==> src/rtl/mux_pkg.sv <==
// Shared definitions for the datapath operand multiplexers: the mode
// encoding of the select input and the default channel geometry.
package mux_pkg;

  // Encoding of the mode input.
  typedef enum logic {
    MODE_DIRECT = 1'b0,
    MODE_RR     = 1'b1
  } mux_mode_e;

  // Default geometry shared with the other datapath muxes.
  localparam int MUX_WIDTH_DEFAULT = 32;
  localparam int MUX_NUM_DEFAULT   = 4;

endpackage

==> src/rtl/rr_arbiter.sv <==
// Rotating-priority search: returns the first requesting index found when
// scanning ptr, ptr+1, ... wrapping at NUM. Purely combinational; the
// owner keeps the pointer register.
module rr_arbiter
  import mux_pkg::*;
#(
  parameter  int NUM  = MUX_NUM_DEFAULT,
  localparam int SELW = $clog2(NUM)
) (
  input  logic [NUM-1:0]  req,
  input  logic [SELW-1:0] ptr,
  output logic            any,
  output logic [SELW-1:0] idx
);

  // Two passes: indices at or above ptr first, then the wrapped-around
  // indices below ptr. This avoids a modulo and works for any NUM.
  always_comb begin
    // NOTE: every output of a combinational block gets a default before
    // any conditional assignment, otherwise a latch is inferred.
    logic found;
    found = 1'b0;
    idx   = '0;
    any   = |req;
    for (int i = 0; i < NUM; i++) begin
      if (!found && req[i] && (SELW'(i) >= ptr)) begin
        idx   = SELW'(i);
        found = 1'b1;
      end
    end
    for (int i = 0; i < NUM; i++) begin
      if (!found && req[i]) begin
        idx   = SELW'(i);
        found = 1'b1;
      end
    end
  end

endmodule

==> src/rtl/mux_sel_pipe.sv <==
// N-input, W-bit selector with one registered output stage and valid/ready
// on every channel and on the output. Selects by explicit index (direct
// mode) or, when built with MUX_SEL_PIPE_RR_EN, by round-robin over the
// requesting channels. Without MUX_SEL_PIPE_RR_EN the mode input is
// ignored and no arbiter or pointer exists.
module mux_sel_pipe
  import mux_pkg::*;
#(
  parameter  int WIDTH = MUX_WIDTH_DEFAULT,
  parameter  int NUM   = MUX_NUM_DEFAULT,
  localparam int SELW  = $clog2(NUM)
) (
  input  logic                 clk,
  input  logic                 rst,
  input  logic [NUM*WIDTH-1:0] in_data,
  input  logic [NUM-1:0]       in_valid,
  output logic [NUM-1:0]       in_ready,
  input  logic [SELW-1:0]      sel,
  input  logic                 mode,
  output logic [WIDTH-1:0]     out_data,
  output logic [SELW-1:0]      out_chan,
  output logic                 out_valid,
  input  logic                 out_ready
);

  logic [WIDTH-1:0] r_out_data;
  logic [SELW-1:0]  r_out_chan;
  logic             r_out_valid;

  logic             w_free;
  logic             w_sel_valid;
  logic             w_hit;
  logic             w_grant;
  logic [SELW-1:0]  w_cand;
  logic [WIDTH-1:0] w_cand_data;

  // The output register can take a new beat when empty or being drained.
  assign w_free = !r_out_valid || out_ready;

  // Valid bit of the directly selected channel; an index beyond the last
  // channel matches nothing and therefore never grants.
  always_comb begin
    w_sel_valid = 1'b0;
    for (int i = 0; i < NUM; i++) begin
      if (sel == SELW'(i)) w_sel_valid = in_valid[i];
    end
  end

`ifdef MUX_SEL_PIPE_RR_EN
  logic [SELW-1:0] r_ptr;
  logic            w_rr_mode;
  logic            w_rr_any;
  logic [SELW-1:0] w_rr_idx;

  assign w_rr_mode = (mode == MODE_RR);

  rr_arbiter #(.NUM(NUM)) u_rr_arbiter (
    .req (in_valid),
    .ptr (r_ptr),
    .any (w_rr_any),
    .idx (w_rr_idx)
  );

  assign w_cand = w_rr_mode ? w_rr_idx : sel;
  assign w_hit  = w_rr_mode ? w_rr_any : w_sel_valid;

  // Round-robin pointer: moves just past the winner on RR-mode grants only,
  // wrapping explicitly so non-power-of-two NUM stays in range.
  always_ff @(posedge clk) begin
    // NOTE: sequential state is always written with non-blocking
    // assignments so every flop samples pre-edge values.
    if (rst) begin
      r_ptr <= '0;
    end else if (w_grant && w_rr_mode) begin
      r_ptr <= (w_rr_idx == SELW'(NUM - 1)) ? '0 : w_rr_idx + SELW'(1);
    end
  end
`else
  logic w_unused_mode;
  assign w_unused_mode = mode;

  assign w_cand = sel;
  assign w_hit  = w_sel_valid;
`endif

  // Grant only when the stage can take the beat and never during reset.
  assign w_grant = w_free && w_hit && !rst;

  // One-hot acceptance for the granted channel plus its data word.
  always_comb begin
    in_ready    = '0;
    w_cand_data = '0;
    for (int i = 0; i < NUM; i++) begin
      if (w_cand == SELW'(i)) begin
        in_ready[i] = w_grant;
        w_cand_data = in_data[i*WIDTH +: WIDTH];
      end
    end
  end

  // Output stage: load on grant, empty when free without a grant, hold when
  // stalled. Data is reset too so the output is defined from reset.
  always_ff @(posedge clk) begin
    if (rst) begin
      r_out_valid <= 1'b0;
      r_out_data  <= '0;
      r_out_chan  <= '0;
    end else if (w_free) begin
      r_out_valid <= w_grant;
      if (w_grant) begin
        r_out_data <= w_cand_data;
        r_out_chan <= w_cand;
      end
    end
  end

  assign out_data  = r_out_data;
  assign out_chan  = r_out_chan;
  assign out_valid = r_out_valid;

endmodule

==> config.mk <==
export PLATFORM = sky130hd
export DESIGN_NAME = mux_sel_pipe
export DESIGN_NICKNAME = d
export VERILOG_FILES = /design/src/rtl/mux_pkg.sv /design/src/rtl/rr_arbiter.sv /design/src/rtl/mux_sel_pipe.sv
export SDC_FILE = /design/constraint.sdc
export NUM_CORES = 1
export LEC_CHECK = 0
export CORE_ASPECT_RATIO = 1.25
export CORE_MARGIN = 2
export CORE_UTILIZATION = 33
export CTS_BUF_LIST = sky130_fd_sc_hd__clkbuf_4 sky130_fd_sc_hd__clkbuf_8
export DETAILED_ROUTE_END_ITERATION = 7
export PLACE_DENSITY = 0.87
export SYNTH_ARGS = -nofsm -noshare
export SYNTH_HDL_FRONTEND = slang
export SYNTH_SLANG_ARGS = --single-unit
==> constraint.sdc <==
create_clock -name clk -period 2.2 [get_ports clk]
set_input_delay 0.44 -clock clk [delete_from_list [all_inputs] [get_ports clk]]
set_output_delay 0.44 -clock clk [all_outputs]
set_load 0.01 [all_outputs]
======== Word level (Yosys, flattened, before mapping) ========
Index checks and enable logic that the tools add are counted.
operators by class
  multiplexer cells ....................... 12
  equality and inequality tests ........... 3
  reductions and logical operators ........ 7
operators with widths
  kind                  number
  $mux W32              4
  $mux W1               8
  $eq A2 B2 Y1 const B  2
  $eq A2 B1 Y1 const B  1
  $logic_and A1 B1 Y1   2
  $logic_not A1 Y1      2
  $logic_not A2 Y1      1
  $reduce_and A2 Y1     1
  $logic_or A1 B1 Y1    1
word-level totals
  logic and storage cells ................. 25
  flip-flop bits (word level) ............. 35
  bits of input ports ..................... 138
  output and inout port bits .............. 39

======== Logic depth before layout (Yosys ltp) ========
  depth after elaboration ................. 8
  depth in mapped cells ................... 6
  mapped depth without buffers ............ 4

======== Worst setup path before layout ========
No wires, ideal clock.
  path kind ............................... input to output
  start point ............................. input port sel[1]
  end point ............................... output port in_ready[0]
  path slack .............................. 0.434 ns
  path buffers ............................ 2
  data required time ...................... 1.760 ns
  stages .................................. 3
  arrival time ............................ 1.326 ns
  cell sequence ........................... buf_2 > buf_1 > nor4b_1
on the way
  longest elaborated chain between the ends .. 8
  elaborated cells between the ends (all ways) .. 11
  those cells by class .................... eq/ne: 3; mux: 5; reduce/logical: 3
RTL lines
  element                           line                                    source
  start: declaration                mux_sel_pipe.sv:18                      input logic [SELW-1:0] sel,
  $logic_not A2 Y1                  mux_sel_pipe.sv:45, mux_sel_pipe.sv:94
  $mux W1 (4 in a row)              mux_sel_pipe.sv:45                      if (sel == SELW'(i)) w_sel_valid = in_valid[i];
  $logic_and A1 B1 Y1 (2 in a row)  mux_sel_pipe.sv:87                      assign w_grant = w_free && w_hit && !rst;
  $mux W1 (*)                       mux_sel_pipe.sv:94                      if (w_cand == SELW'(i)) begin
  end: declaration                  mux_sel_pipe.sv:17                      output logic [NUM-1:0] in_ready,
Every way passes the cells marked *; elsewhere a longest branch is shown, timed or not.

======== Final worst setup path ========
  start point ............................. input port out_ready
  end point ............................... output port in_ready[2]
on the way
  longest elaborated chain between the ends .. 4
RTL lines
  element                           line                source
  start: declaration                mux_sel_pipe.sv:23  input logic out_ready
  $logic_or A1 B1 Y1                mux_sel_pipe.sv:38  assign w_free = !r_out_valid || out_ready;
  $logic_and A1 B1 Y1 (2 in a row)  mux_sel_pipe.sv:87
  $mux W1                           mux_sel_pipe.sv:94
Every way passes these cells.

==> summary.md <==
| Metric | Value |
|---|---|
| Ratio of cells with drive above 1 in the final layout | `14.51%` |
| Post-placement cell area | `3969 µm²` |
| HP Class | `reg -> reg` |
| # hold bufs at CTS | `0` |
| PwrDens | `443.5 nW/µm²` |
| Longest Clk Path Bufs | `2` |
| Remaining Overflow, GRT | `0` |
| Worst setup EP type | `primary output` |
| Sequential cell area fraction in the yosys report | `33.21%` |
| CP Cell Sequence | `clkdlybuf4s50_1 > nand2b_1 > nand2_1 > nor3_1 > dlygate4sd2_1` |
| Crit Path Max Fanout | `3` |
| Hpwl dp | `6153 µm` |
| FILL cells | `526` |
| Drt total wl | `7519 µm` |
| Full die area | `7052 µm²` |
| CP Data Arrival Time | `1.62 ns` |
| Final min period | `2.064 ns` |
| FMAX | `484.5 MHz` |
| GRT Util Overall | `21.74%` |
| Placer congestion estimate | `0.8003` |
| Post-route DRC | `0` |
| Final Non-Filler Cells | `471` |
| Starting Density | `34.21%` |
| Pwr Total | `1.798 mW` |
| Syn_nets | `347` |
| 1st-iter DRT viols | `70` |
| Largest cells by area after synthesis | `dfxtp_1 33%, mux4_2 32%, nand2_1 12%, a21oi_1 7.8%, mux4_1 3.7%` |
| Avg Inst Size Synth | `10.09 µm²` |
| Buffers and inverters on the worst path | `2` |
| Root Buffer | `clkbuf_8` |
| CP Data Required Time | `1.76 ns` |
| Slew margin rel. | `73.68%` |
| Number of distinct library cells after synthesis | `21` |
| Die Y | `93.39 µm` |
| Fin. max-slew vios | `0` |
| First-pass GRT wire length | `11480 µm` |
| Die span in x | `75.51 µm` |
| Number of synthesized register bits | `35` |
| Commonest non-fill, non-tap cell in the layout | `clkdlybuf4s50_1` |
| Main flop type after synthesis | `dfxtp_1` |
| Yosys top cell area share | `33.21%` |
| First-pass DRT Iterations | `6` |
| Post-DRT Antenna Nets | `0` |
| Slowest cell delay on critical path | `0.48 ns` |
| Number of inserted diodes | `0` |
| Yosys warning count | `0` |
| Most frequent cells in the layout | `169 x clkdlybuf4s50_1, 69 x nand2_1, 35 x dfxtp_1, 33 x a21oi_1, 30 x mux4_2` |
| Clk sinks | `35` |
| RSZ-0062 raised after global routing | `false` |
| Synthesis-to-finish area growth | `92.23%` |
| Top delay family on crit path | `buffers and inverters` |
| Number of buffers created by CTS | `5` |
| EDFF count, synth | `0` |
| Worst-skew pair later-pin latency | `0.28 ns` |
| Initial antenna violation count | `0` |
| Fin area | `4055 µm²` |
| Endpoints failing hold | `0` |
| Largest area contributor in the synthesized netlist | `dfxtp_1` |
| I/O pin count | `177` |
| Outcome | `finished, final reports clean` |
| Largest net degree at the start of global routing | `37` |
| Vias in the first global route | `2515` |
| Register area | `700.7 µm²` |
| Vias per Instance | `4.989` |
| Skew final | `0.004201 ns` |
| Startpoint types | `input pin` |
| Average wire per standard cell | `15.96 µm` |
| Port buffer count | `175` |
| Final setup violation count | `0` |
| Period utilization | `93.83%` |
| Worst Tran Pin Value | `0.3948 ns` |
| # Max-Cap Violations | `0` |
| Cell area after synthesis | `2110 µm²` |
| Via Count | `2350` |
| Core Box Area | `6166 µm²` |
| Final #Nets | `523` |
| Placed instance count | `463` |
| Ys async rst share | `0%` |
| Rows | `32` |
| Area of the multi-input gates | `1300 µm²` |
| Pleak | `1.484 nW` |
| CTS tree | `yes` |
| Reg clk slew, reported paths | `0.07 ns` |
| Max H-tree Level | `2` |
| CP max stage cell | `clkdlybuf4s50_1` |
| Worst VDD drop | `0.2520 mV` |
| Post-Synthesis Cells | `209` |
| CP Class | `in -> out` |
-- power breakdown --
group | internal, mW | leakage, nW | switching, mW
logic | 0.427 | 1.15 | 0.210
clock network | 0.247 | 0.0491 | 0.218
registers | 0.676 | 0.286 | 0.0207
total | 1.35 | 1.48 | 0.449
-- logic make-up after synthesis --
kind of cell           share of synthesized area, %
AO/OA/AOI/OAI                                 8.719
multiplexers                                  36.71
buffers and inverters                         5.456
AND/OR/NAND/NOR                               15.90
flip-flops                                    33.21
-- through the flow --
step                      util (%)  TNS (ns)  setup WS (ns)  hold slack [ns]
final                        65.77         0         0.1358           0.4542
after global routing         65.77         0        0.04443           0.4723
after CTS                    65.87         0        0.05507           0.4558
after detailed placement     64.37   -0.7523        -0.3490           0.4463
after global placement       64.37   -0.5323        -0.2199           0.4410
after floorplan                  -         0         0.4344           0.4805
-- tightest hold or removal path, delay by kind of cell, from the launching register on --
| kind | cells | cell delay (ns) |
|---|---|---|
| AOI/OAI and AO/OA | 1 | 0.05 |
| DFF | 1 | 0.31 |
| and+or+nand+nor | 1 | 0.05 |
-- path summary, 6_finish.rpt --
| check | startpoint | endpoint | slack (ns) | cells after the start |
|---|---|---|---|---|
| worst max-delay path | out_ready | in_ready[2] | 0.14 | 5 |
| worst min-delay path | out_data[21]$_SDFFE_PP0P_ | out_data[21]$_SDFFE_PP0P_ | 0.45 | 2 |
| worst max register to register | out_valid$_SDFFE_PP0N_ | out_data[31]$_SDFFE_PP0P_ | 0.96 | 6 |
| worst min register to register | out_data[21]$_SDFFE_PP0P_ | out_data[21]$_SDFFE_PP0P_ | 0.45 | 2 |
-- synthesized netlist by cell type, drive strengths merged, types with 2 or more instances --
master and n:
a21oi 33, buf 13, clkbuf 6, dfxtp 35
mux2i 2, mux4 33, nand2 69, nand2b 2
nor2 6, nor3 2, o21ai 2
-- state kept, by name, indices dropped and copies added, names as in the netlist --
name       cells
out_chan       2
out_data      32
out_valid      1
-- routing by layer --
| layer | up-vias | GRT usage (%) | routed length [µm] |
|---|---|---|---|
| met3 | 20 | 4.849 | 415 |
| met5 | - | 0 | 0 |
| met1 | 1109 | 22.28 | 2501 |
| met4 | 0 | 10.82 | 286 |
| li1 | 1110 | - | - |
| met2 | 111 | 39.78 | 4316 |
-- repair_timing --
item	CTS	global route
resized for setup	8	1
setup endpoints to repair	4	1
pin swaps	0	0
gates cloned	0	0
hold endpoints to repair	0	0
setup buffers	0	0
-- layout make-up --
class | count | share of cell area (%)
timing repair buffer | 188 | 45.76
clock inverter | 1 | 0.1234
sequential | 35 | 17.28
multi-input combinational | 154 | 32.06
tap | 85 | 2.623
inverter | 1 | 0.09256
clock buffer | 7 | 2.067
Power figures use the tool's default switching activity.
